[src/rtl/uart_transmitter.sv]
// UART transmit engine: 8 data bits LSB first, optional parity, 1 or 2 stop bits.
// A one-cycle send strobe in IDLE loads a byte; done pulses for one cycle when the
// frame ends. All outputs come straight from registers.
module uart_transmitter #(
  parameter int unsigned CLKS_PER_BIT = 434,
  parameter int unsigned PARITY_EN    = 0,
  parameter int unsigned PARITY_ODD   = 0,
  parameter int unsigned STOP_BITS    = 1
) (
  input  logic       clk,
  input  logic       rst,
  input  logic       send,
  input  logic [7:0] data,
  output logic       TxD,
  output logic       ready,
  output logic       done
);

  localparam int unsigned     CntW     = $clog2(CLKS_PER_BIT);
  localparam logic [CntW-1:0] BaudLast = CntW'(CLKS_PER_BIT - 1);
  localparam logic            StopLast = 1'(STOP_BITS - 1);
  localparam logic            ParEn    = (PARITY_EN != 0);
  localparam logic            ParOdd   = (PARITY_ODD != 0);

  typedef enum logic [2:0] {StIdle, StStart, StData, StParity, StStop} state_e;

  state_e          state_q, state_d;
  logic [CntW-1:0] baud_q, baud_d;
  logic [2:0]      bit_q, bit_d;
  logic [7:0]      shift_q, shift_d;
  logic            parity_q, parity_d;
  logic            stop_q, stop_d;
  logic            tx_q, tx_d;
  logic            ready_q, ready_d;
  logic            done_q, done_d;
  logic            boundary;

  assign boundary = (baud_q == BaudLast);
  assign TxD      = tx_q;
  assign ready    = ready_q;
  assign done     = done_q;

  // State and datapath registers with synchronous active-low reset.
  always_ff @(posedge clk) begin
    if (!rst) begin
      state_q  <= StIdle;
      baud_q   <= '0;
      bit_q    <= 3'd7;
      shift_q  <= 8'h00;
      parity_q <= 1'b0;
      stop_q   <= 1'b0;
      tx_q     <= 1'b1;
      ready_q  <= 1'b1;
      done_q   <= 1'b0;
    end else begin
      state_q  <= state_d;
      baud_q   <= baud_d;
      bit_q    <= bit_d;
      shift_q  <= shift_d;
      parity_q <= parity_d;
      stop_q   <= stop_d;
      tx_q     <= tx_d;
      ready_q  <= ready_d;
      done_q   <= done_d;
    end
  end

  // Next-state logic; tx_d is the line level for the cycle after the edge, so TxD
  // only moves on bit boundaries (or on accept).
  always_comb begin
    state_d  = state_q;
    baud_d   = boundary ? '0 : baud_q + 1'b1;
    bit_d    = bit_q;
    shift_d  = shift_q;
    parity_d = parity_q;
    stop_d   = stop_q;
    tx_d     = tx_q;
    ready_d  = ready_q;
    done_d   = 1'b0;

    case (state_q)
      StIdle: begin
        baud_d  = '0;
        tx_d    = 1'b1;
        ready_d = 1'b1;
        if (send) begin
          shift_d  = data;
          // Parity taken from the byte at accept, never from the shifting copy.
          parity_d = (^data) ^ ParOdd;
          state_d  = StStart;
          tx_d     = 1'b0;
          ready_d  = 1'b0;
        end
      end
      StStart: begin
        if (boundary) begin
          state_d = StData;
          bit_d   = 3'd7;
          tx_d    = shift_q[0];
        end
      end
      StData: begin
        if (boundary) begin
          shift_d = {1'b0, shift_q[7:1]};
          if (bit_q == 3'd0) begin
            if (ParEn) begin
              state_d = StParity;
              tx_d    = parity_q;
            end else begin
              state_d = StStop;
              stop_d  = 1'b0;
              tx_d    = 1'b1;
            end
          end else begin
            bit_d = bit_q - 1'b1;
            tx_d  = shift_q[1];
          end
        end
      end
      StParity: begin
        if (boundary) begin
          state_d = StStop;
          stop_d  = 1'b0;
          tx_d    = 1'b1;
        end
      end
      StStop: begin
        if (boundary) begin
          if (stop_q == StopLast) begin
            state_d = StIdle;
            done_d  = 1'b1;
            ready_d = 1'b1;
          end else begin
            stop_d = 1'b1;
          end
        end
      end
      default: begin
        state_d = StIdle;
        tx_d    = 1'b1;
        ready_d = 1'b1;
      end
    endcase
  end

endmodule

[config.mk]
export PLATFORM = sky130hd
export DESIGN_NAME = uart_transmitter
export DESIGN_NICKNAME = d
export VERILOG_FILES = /design/src/rtl/uart_transmitter.sv
export SDC_FILE = /design/constraint.sdc
export NUM_CORES = 1
export LEC_CHECK = 0
export CAP_MARGIN = 20
export CORE_UTILIZATION = 40
export CTS_CLUSTER_DIAMETER = 50
export DETAILED_ROUTE_END_ITERATION = 10
export GPL_TIMING_DRIVEN = 0
export HOLD_SLACK_MARGIN = 0.1
export PLACE_DENSITY = 0.69
export SKIP_LAST_GASP = 1
export SLEW_MARGIN = 15
export SYNTH_ARGS = -nofsm -noshare
export SYNTH_HDL_FRONTEND = slang
export SYNTH_SLANG_ARGS = --single-unit
[constraint.sdc]
create_clock -name clk -period 1.9 [get_ports clk]
set_input_delay 0.19 -clock clk [delete_from_list [all_inputs] [get_ports clk]]
set_output_delay 0.19 -clock clk [all_outputs]
set_load 0.02 [all_outputs]
==> impl_metrics.csv, run 1 <==
group,metric,value,unit
outcome,violations,"design-rule violations",
layout,diodes,0,
route,drt_iter0_drc,52,
yosys,yosys-top-cells-area,"dfxtp_1 (42%), o221a_1 (6.3%), o21a_1 (6.0%)",
clocking,cts-htree-levels,1,
placed_design,hpwlAfterDp,1759,µm
yosys,synth_nets,154,
floorplanning,coreArea,2853,µm²
power_and_ir_drop,p_clk_share,29.2,%
floorplanning,io_pins,14,
timing,worst_pin_slew,0.6726,ns
flow_run,cap_violations,0,
timing,rsz0062_at_grt,"true",
yosys,ys_warn_count,0,
outcome,status,"finished, violations left",
yosys,synth_top_area_share,41.64,%
yosys,synth_seq_area_share,41.64,%
global_routing,antenna_found_initial,0,
yosys,ys_types,37,
timing,fmax,549.0,MHz
timing,worst_hold_slack,0.4385,ns
layout,syn2layout_area_growth,18.22,%
timing,skew,0.01429,ns
yosys,syn_area_per_cell,8.992,µm²
yosys,synth.largest_area_cell,"dfxtp_1",
floorplanning,fp.dieH,57.90,µm
route,wl_per_cell,12.87,µm
timing,tns,0,ns
power_and_ir_drop,p_sw,232.3,µW
yosys,yosys_register_bits,26,
critical_path,worstSetupPathType,"reg2reg",
clocking,clockRootBuffer,"clkbuf_4",
timing,min_period_over_period,95.87,%
route,post-route-drc-count,1,
route,drtAntennaViolNets,0,
clocking,clkTransAtPathRegs,0.15,ns
timing,period_minus_slack,1.822,ns
critical_path,worstPathRequired,2.14,ns
critical_path,cp_top_family,"simple AND/OR/NAND/NOR gates",
critical_path,crit_path_max_fanout,10,
power_and_ir_drop,design_power_total,975.1,µW
global_routing,first_global_vias,981,
power_and_ir_drop,swShare,23.82,%
timing,finalHoldViolCount,0,
global_routing,grt_max_degree,15,
layout,utilization,51.80,%
critical_path,start_kind,"register",
critical_path,arrival,2.07,ns
power_and_ir_drop,combPwrFrac,11.4,%
clocking,clk-insertion-delay-late,0.33,ns
floorplanning,row_count,19,
yosys,synth_compound_area_share,20.72,%
layout,nets,172,
timing,setup_viol,0,
power_and_ir_drop,peakVddDrop,0.0003972,V
clocking,clock-sinks,26,
power_and_ir_drop,intPower,742.8,µW
power_and_ir_drop,power.density,659.9,nW/µm²
yosys,synthAdderAreaFrac,4.004,%
critical_path,slowest_stage,"or4b_1",
floorplanning,die_x,57.90,µm
critical_path,max_stage_delay,0.52,ns
placed_design,io_buffer_count,13,
floorplanning,start_util,43.82,%
clocking,cts_setup_buffers,0,
power_and_ir_drop,seqPwrFrac,59.5,%
global_routing,grt.overflow.total,0,
timing,relSlewSlack,55.09,%
global_routing,grt_usage,15.89,%
yosys,synth_mux_area_share,1.802,%
yosys,syn-instance-count,139,
yosys,synthSimpleGateAreaFrac,21.52,%
clocking,cts_tree,"built",
critical_path,worst_setup_path_end_kind,"register",
route,vias,1036,
critical_path,crit_chain,"inv_1 > ha_1 > nand4b_1 > or4b_1 > buf_6 > o221a_1 > o21a_1",
route,wl,2406,µm
yosys,synth_top_family_by_area,"simple AND/OR/NAND/NOR gates",
clocking,numCtsBuffers,3,
placed_design,gp_congestion,0.8345,
yosys,synthXorXnorAreaFrac,4.905,%
route,viasPerCell,5.540,
clocking,clockBufferDepth,2,
floorplanning,dieArea,3352,µm²
global_routing,grt_first_pass_wirelength,4167,µm
power_and_ir_drop,p_leak,0.5319,nW
critical_path,worst-path-buf-inv,2,
min_path,hold_class,"reg2reg",
yosys,syn_area,1250,µm²
layout,drive_above_1_share,8.333,%
route,first_pass_iters,7,
timing,maxSlewViolCount,0,
-- power by group through the flow --
stage | logic (mW) | registers [mW] | clock network (mW)
finish | 0.111 | 0.580 | 0.284
global route | 0.122 | 0.583 | 0.320
CTS | 0.110 | 0.579 | 0.290
detailed placement | 0.109 | 0.591 | 0
global placement | 0.107 | 0.590 | 0
floorplan | 0.0621 | 0.593 | 0
-- final cells by class --
| type | instances | area [µm²] |
|---|---|---|
| Multi-Input combinational cell | 99 | 681.9 |
| Sequential cell | 26 | 521.8 |
| Clock buffer | 4 | 36.28 |
| Timing Repair Buffer | 13 | 130.1 |
| Fill cell | 259 | 1375 |
| Inverter | 6 | 22.52 |
| Tap cell | 31 | 38.79 |
| Buffer | 8 | 46.29 |
-- logic make-up after synthesis --
family / count (synthesis)
simple gates: 51
xor+xnor: 7
compound gates: 35
fa+ha+maj: 4
flops: 26
buf+inv: 14
mux: 2
-- layer usage --
layer | wire (µm) | global-route usage (%) | part of all wire (%)
met1 | 1166 | 19.61 | 48
met2 | 1124 | 27.42 | 47
met3 | 98 | 4.688 | 4.1
met4 | 17 | 3.401 | 0.71
met5 | 0 | 0 | 0
-- placed cells by master, fill, tap and decap left out, types with 2 or more instances in the layout --
cell type / count
a21oi_1: 5
buf_6: 2
clkbuf_1: 5
clkbuf_4: 3
clkdlybuf4s50_1: 13
dfxtp_1: 25
ha_1: 4
inv_1: 6
nand2_1: 10
nand3_1: 5
nor2_1: 15
nor2b_1: 4
nor3_1: 3
o21a_1: 10
o21ai_0: 8
o221a_1: 7
xnor2_1: 4
xor2_1: 3
-- synthesized netlist by cell type (all sizes together) --
library cell,n
a21oi,5
a31oi,1
a32oi,1
and2,1
and3,1
buf,2
clkbuf,6
dfxtp,26
ha,4
inv,6
mux2,2
nand2,10
nand3,5
nand3b,1
nand4,1
nand4b,1
nor2,15
nor2b,4
nor3,4
nor3b,2
nor4b,1
o211ai,1
o21a,10
o21ai,8
o221a,7
o2bb2ai,1
o311ai,1
or2,2
or3,1
or4,1
or4b,1
xnor2,4
xor2,3
-- registers in the layout, indices dropped and copies added (netlist names) --
signal and cells:
baud_q 9, bit_q 3, ready 1, state_q 3
shift_q 8, done 1, TxD 1
-- through the flow --
step / cell area (µm²) / setup slack (ns) / cells
floorplan: 1250 / 0.2152 / 139
global placement: 1419 / 0.07309 / 183
detailed placement: 1419 / 0.06539 / 183
CTS: 1455 / 0.04266 / 187
global route: 1478 / -0.005115 / 187
finish: 1478 / 0.07849 / 187
-- repair_timing --
| action | 4_1_cts | 5_1_grt |
|---|---|---|
| hold buffers | 0 | 0 |
| hold endpoints to repair | 0 | 0 |
| endpoints found under the setup margin | 0 | 9 |
| resized for setup | 0 | 5 |
-- worst paths after layout --
path	to	slack, ns	from	depth (start not counted)
worst max-delay path	shift_q[2]$_SDFFE_PN0P_	0.08	baud_q[1]$_SDFF_PP0_	7
worst min-delay path	baud_q[0]$_SDFF_PP0_	0.44	baud_q[0]$_SDFF_PP0_	1
worst max register to register	shift_q[2]$_SDFFE_PN0P_	0.08	baud_q[1]$_SDFF_PP0_	7
worst min register to register	baud_q[0]$_SDFF_PP0_	0.44	baud_q[0]$_SDFF_PP0_	1
-- worst reg2reg max path, delay by kind of cell, from the launching register on --
kind	cells	cell delay, ns
compound gates	2	0.35
simple gates	2	0.69
buf+inv	2	0.22
fa+ha+maj	1	0.14
flops	1	0.35
No activity file was read; power rests on OpenSTA's default activity.
==> run 2, diff against run 1 <==
--- a/config.mk
+++ b/config.mk
@@ -12,7 +12,6 @@
 export GPL_TIMING_DRIVEN = 0
 export HOLD_SLACK_MARGIN = 0.1
 export PLACE_DENSITY = 0.69
-export SKIP_LAST_GASP = 1
 export SLEW_MARGIN = 15
 export SYNTH_ARGS = -nofsm -noshare
 export SYNTH_HDL_FRONTEND = slang
==> run 2 against run 1 <==
Compared with the run above:
- the flow still finishes with violations (design-rule violations)
- highest routed layer unchanged
- clock skew decreased by 0.0011 ns
- largest cell class unchanged
- largest power group unchanged
- combinational power about the same
- clock power barely moved
- setup slack gained 0.0024 ns
- worst hold slack is essentially flat
- cell area about the same
- first-iteration DRC count unchanged
- sequential power about the same
- maximum frequency rose by 0.13%
- count of clock-buffer cells in the layout unchanged
==> impl_metrics.csv, run 2 (synthesis gave the netlist of run 1 again) <==
group,metric,value,unit
outcome,status,"finished, violations left",
outcome,violations,"design-rule violations",
route,first_pass_iters,7,
layout,nets,172,
timing,fmax,549.7,MHz
layout,drive_above_1_share,8.974,%
clocking,clockRootBuffer,"clkbuf_4",
clocking,numCtsBuffers,3,
placed_design,hpwlAfterDp,1759,µm
clocking,cts_tree,"built",
power_and_ir_drop,p_clk_share,29.0,%
layout,largest_register,"baud_q",
route,vias,1027,
timing,skew,0.01322,ns
floorplanning,start_util,43.82,%
route,drt_iter0_drc,52,
floorplanning,io_pins,14,
timing,relSlewSlack,54.92,%
global_routing,grt_max_degree,15,
layout,fin_area,1479,µm²
floorplanning,row_count,19,
global_routing,grt.overflow.total,0,
power_and_ir_drop,power.density,658.1,nW/µm²
placed_design,io_buffer_count,13,
clocking,clk-insertion-delay-late,0.32,ns
clocking,clockBufferDepth,2,
critical_path,worstPathRequired,2.14,ns
global_routing,grt_usage,15.89,%
critical_path,crit_start,"baud_q[1]$_SDFF_PP0_",
route,wl_per_cell,12.80,µm
layout,largest_reg_flops,9,
critical_path,arrival,2.06,ns
critical_path,crit_path_max_fanout,10,
layout,diodes,0,
layout,syn2layout_area_growth,18.32,%
critical_path,rr_startpoint,"baud_q[1]$_SDFF_PP0_",
clocking,cts-htree-levels,1,
timing,finalHoldViolCount,0,
global_routing,antenna_found_initial,0,
route,wl,2393,µm
clocking,clkTransAtPathRegs,0.15,ns
placed_design,place_area,1419,µm²
critical_path,worst_setup_path_end_kind,"register",
timing,min_period_over_period,95.74,%
power_and_ir_drop,p_sw,230.4,µW
timing,worst_pin_slew,0.6752,ns
power_and_ir_drop,swShare,23.67,%
placed_design,gp_congestion,0.8345,
global_routing,first_global_vias,981,
clocking,clock-sinks,26,
timing,period_minus_slack,1.819,ns
floorplanning,die_x,57.90,µm
layout,reg_top3,"baud_q: 9 flops, shift_q: 8 flops",
timing,rsz0062_at_grt,"true",
flow_run,cap_violations,0,
critical_path,r2r_end,"shift_q[2]$_SDFFE_PN0P_",
route,viasPerCell,5.492,
critical_path,crit_path_end,"shift_q[2]$_SDFFE_PN0P_",
power_and_ir_drop,seqPwrFrac,59.6,%
critical_path,ff2ff_setup_slack,0.08,ns
global_routing,grt_first_pass_wirelength,4167,µm
power_and_ir_drop,peakVddDrop,0.0003970,V
power_and_ir_drop,combPwrFrac,11.4,%
critical_path,start_kind,"register",
clocking,cts_setup_buffers,0,
timing,setup_viol,0,
layout,final_common_cell,"dfxtp_1",
timing,maxSlewViolCount,0,
power_and_ir_drop,design_power_total,973.2,µW
power_and_ir_drop,intPower,742.8,µW
layout,final_cell_mix,"dfxtp_1 (24), nor2_1 (15), clkdlybuf4s50_1 (13)",
critical_path,ff2ff_path_depth,7,
critical_path,worstSetupPathType,"reg2reg",
route,post-route-drc-count,1,
route,drtAntennaViolNets,0,
min_path,hold_class,"reg2reg",
floorplanning,dieArea,3352,µm²
floorplanning,coreArea,2853,µm²
floorplanning,fp.dieH,57.90,µm
power_and_ir_drop,p_leak,0.5324,nW
==> run 2: per-layer routing <==
metal,part of all wire (%),track usage [%],vias to the layer above
met4,0.71,3.401,0
met3,4.1,4.688,2
li1,-,-,531
met1,49,19.61,476
met2,47,27.42,18
met5,0,0,-
==> run 2: what timing repair did <==
item | CTS | global route
endpoints found under the setup margin | 0 | 9
hold buffers | 0 | 0
gates resized for setup | 0 | 6
endpoints found under the hold margin | 0 | 0
==> run 2: worst min path at each step <==
stage	from	to	slack [ns]	cells past startpoint
2_1_floorplan	send	state_q[0]$_SDFFE_PN0P_	0.35	2
3_3_place_gp	baud_q[0]$_SDFF_PP0_	baud_q[0]$_SDFF_PP0_	0.44	1
3_5_place_dp	baud_q[0]$_SDFF_PP0_	baud_q[0]$_SDFF_PP0_	0.45	1
4_1_cts	send	state_q[0]$_SDFFE_PN0P_	0.47	3
5_1_grt	baud_q[0]$_SDFF_PP0_	baud_q[0]$_SDFF_PP0_	0.46	1
6_report	baud_q[0]$_SDFF_PP0_	baud_q[0]$_SDFF_PP0_	0.44	1
==> run 2: through the flow <==
stage	setup slack (ns)	hold WS, ns	TNS [ns]	utilization (%)	instances
after floorplan	0.2152	0.3456	0	-	139
after global placement	0.07309	0.4438	0	49.74	183
after detailed placement	0.06539	0.4550	0	49.74	183
after CTS	0.04266	0.4706	0	51.01	187
after global routing	-0.001890	0.4630	-0.001890	51.84	187
final	0.08086	0.4385	0	51.84	187
==> run 2: worst max-delay path: stages (launching register included) <==
cell	delay (ns)
dfxtp_2	0.35
inv_1	0.05
ha_1	0.14
nand4b_1	0.17
or4b_1	0.52
buf_6	0.16
o221a_1	0.25
o21a_1	0.10
==> run 2: area by class of cell <==
class                      count  area [µm²]
multi-input combinational     99       681.9
timing repair buffer          13       130.1
sequential                    26       523.0
clock buffer                   4       36.28
inverter                       6       22.52
fill                         259        1374
buffer                         8       46.29
tap                           31       38.79
==> run 2: power by group through the flow <==
stage | clock network, mW | logic, mW | registers [mW]
4_1_cts | 0.290 | 0.110 | 0.579
5_1_grt | 0.320 | 0.122 | 0.583
3_5_place_dp | 0 | 0.109 | 0.591
3_3_place_gp | 0 | 0.107 | 0.590
6_report | 0.282 | 0.111 | 0.580
2_1_floorplan | 0 | 0.0621 | 0.593
==> run 3, diff against run 2 <==
--- a/config.mk
+++ b/config.mk
@@ -7,6 +7,7 @@
 export LEC_CHECK = 0
 export CAP_MARGIN = 20
 export CORE_UTILIZATION = 40
+export CTS_BUF_LIST = sky130_fd_sc_hd__clkbuf_8
 export CTS_CLUSTER_DIAMETER = 50
 export DETAILED_ROUTE_END_ITERATION = 10
 export GPL_TIMING_DRIVEN = 0
==> run 3 against run 2 <==
Compared with the run above:
- the flow still finishes with violations (design-rule violations)
- wire length shrank 1.5%
- sequential power is essentially flat
- sequential cell count is the same
- critical path type unchanged
- combinational power is essentially flat
- clock skew shrank 0.0017 ns
- critical endpoint unchanged
==> impl_metrics.csv, run 3 (synthesis gave the netlist of run 1 again) <==
group,metric,value,unit
clocking,clockBufferDepth,2,
layout,reg_top3,"baud_q: 9 flops, shift_q: 8 flops",
clocking,cts_resized,0,
power_and_ir_drop,p_sw,234.5,µW
power_and_ir_drop,seqPwrFrac,55.4,%
clocking,clkTransAtPathRegs,0.09,ns
global_routing,grt.overflow.total,0,
critical_path,crit_chain,"inv_1 > ha_1 > nand4b_1 > or4b_1 > buf_6 > o221a_1 > o21a_1",
placed_design,io_buffer_count,13,
timing,worst_pin_slew,0.6502,ns
placed_design,gp_congestion,0.8345,
global_routing,antenna_found_initial,0,
critical_path,worstSetupPathType,"reg2reg",
timing,finalHoldViolCount,0,
layout,nets,172,
floorplanning,dieArea,3352,µm²
clocking,cts_tree,"built",
clocking,clk-insertion-delay-late,0.27,ns
clocking,cts_hold_buf,0,
clocking,clock-sinks,26,
route,viasPerCell,5.369,
critical_path,worstPathRequired,2.08,ns
floorplanning,die_x,57.90,µm
floorplanning,start_util,43.82,%
flow_run,cap_violations,0,
critical_path,worst-path-buf-inv,2,
timing,period_minus_slack,1.807,ns
route,wl_per_cell,12.61,µm
power_and_ir_drop,combPwrFrac,10.6,%
global_routing,grt_usage,15.66,%
min_path,hold_class,"reg2reg",
clocking,cts_setup_buffers,0,
critical_path,start_kind,"register",
power_and_ir_drop,intPower,810.2,µW
power_and_ir_drop,design_power_total,1.045,mW
floorplanning,io_pins,14,
timing,skew,0.01156,ns
timing,worst_hold_slack,0.4314,ns
layout,finalNonFillerCells,187,
route,drtAntennaViolNets,0,
critical_path,cp_top_family,"simple AND/OR/NAND/NOR gates",
critical_path,worst_setup_path_end_kind,"register",
layout,largest_register,"baud_q",
floorplanning,row_count,19,
critical_path,slowest_stage,"or4b_1",
floorplanning,coreArea,2853,µm²
placed_design,hpwlAfterDp,1759,µm
route,post-route-drc-count,1,
timing,fmax,553.5,MHz
route,first_pass_iters,7,
timing,maxSlewViolCount,0,
route,drt_iter0_drc,46,
layout,syn2layout_area_growth,19.82,%
route,wl,2358,µm
timing,rsz0062_at_grt,"false",
placed_design,dp_cells,183,
global_routing,first_global_vias,991,
floorplanning,fp.dieH,57.90,µm
layout,final_common_cell,"dfxtp_1",
layout,diodes,0,
timing,relSlewSlack,56.58,%
clocking,numCtsBuffers,3,
power_and_ir_drop,peakVddDrop,0.0005510,V
timing,tns,0,ns
timing,setup_viol,0,
critical_path,crit_path_max_fanout,10,
power_and_ir_drop,power.density,697.6,nW/µm²
global_routing,grt_max_degree,15,
layout,drive_above_1_share,8.974,%
timing,min_period_over_period,95.10,%
layout,largest_reg_flops,9,
outcome,violations,"design-rule violations",
outcome,status,"finished, violations left",
critical_path,arrival,1.99,ns
clocking,cts-htree-levels,1,
route,vias,1004,
clocking,clockRootBuffer,"clkbuf_8",
power_and_ir_drop,swShare,22.45,%
global_routing,grt_first_pass_wirelength,4160,µm
layout,final_cell_mix,"dfxtp_1 (24), nor2_1 (15), clkdlybuf4s50_1 (13)",
power_and_ir_drop,p_clk_share,34.0,%
critical_path,max_stage_delay,0.52,ns
power_and_ir_drop,p_leak,0.5402,nW
## run 3: cell counts in the layout (fill, tap and decap cells not counted)
Identical to the previous run, type by type.
## run 3: metrics by stage
stage          worst slack [ns]  utilization (%)  area (µm²)
6_report                0.09319            52.50        1498
5_1_grt               0.0005811            52.50        1498
4_1_cts                 0.04920            51.67        1474
3_5_place_dp            0.06539            49.74        1419
3_3_place_gp            0.07309            49.74        1419
2_1_floorplan            0.2152                -        1250
## run 3: final timing paths
check                                          start                       to  slack [ns]  cells after the start
worst max-delay path            baud_q[1]$_SDFF_PP0_  shift_q[2]$_SDFFE_PN0P_        0.09                      7
worst min-delay path            baud_q[0]$_SDFF_PP0_     baud_q[0]$_SDFF_PP0_        0.43                      1
worst max register to register  baud_q[1]$_SDFF_PP0_  shift_q[2]$_SDFFE_PN0P_        0.09                      7
worst min register to register  baud_q[0]$_SDFF_PP0_     baud_q[0]$_SDFF_PP0_        0.43                      1
## run 3: worst reg2reg max path: cells and delay by family, from the launching register on
family | cells | cell delay, ns
flops | 1 | 0.33
simple gates | 2 | 0.69
buf+inv | 2 | 0.21
compound gates | 2 | 0.35
fa+ha+maj | 1 | 0.14
## run 3: final cells by class
type                    instances  area [µm²]
fillers                       262        1355
multi-input cells              99       681.9
flip-flops and latches         26       523.0
repair buffers                 13       130.1
clock buffers                   4       55.05
plain buffers                   8       46.29
well taps                      31       38.79
inverters                       6       22.52
## run 3: layer usage
metal  vias to the layer above  share of wire, %  global-route usage, %
met1                       461                48                  19.19
li1                        528                 -                      -
met5                         -                 0                      0
met4                         0              0.30                  3.401
met2                        13                48                  27.59
met3                         2               3.4                  4.018
## run 3: power by group through the flow
stage	logic (mW)	registers, mW	clock network (mW)
final	0.111	0.579	0.355
after global routing	0.122	0.583	0.393
after CTS	0.110	0.578	0.367
after detailed placement	0.109	0.591	0
after global placement	0.107	0.590	0
after floorplan	0.0621	0.593	0
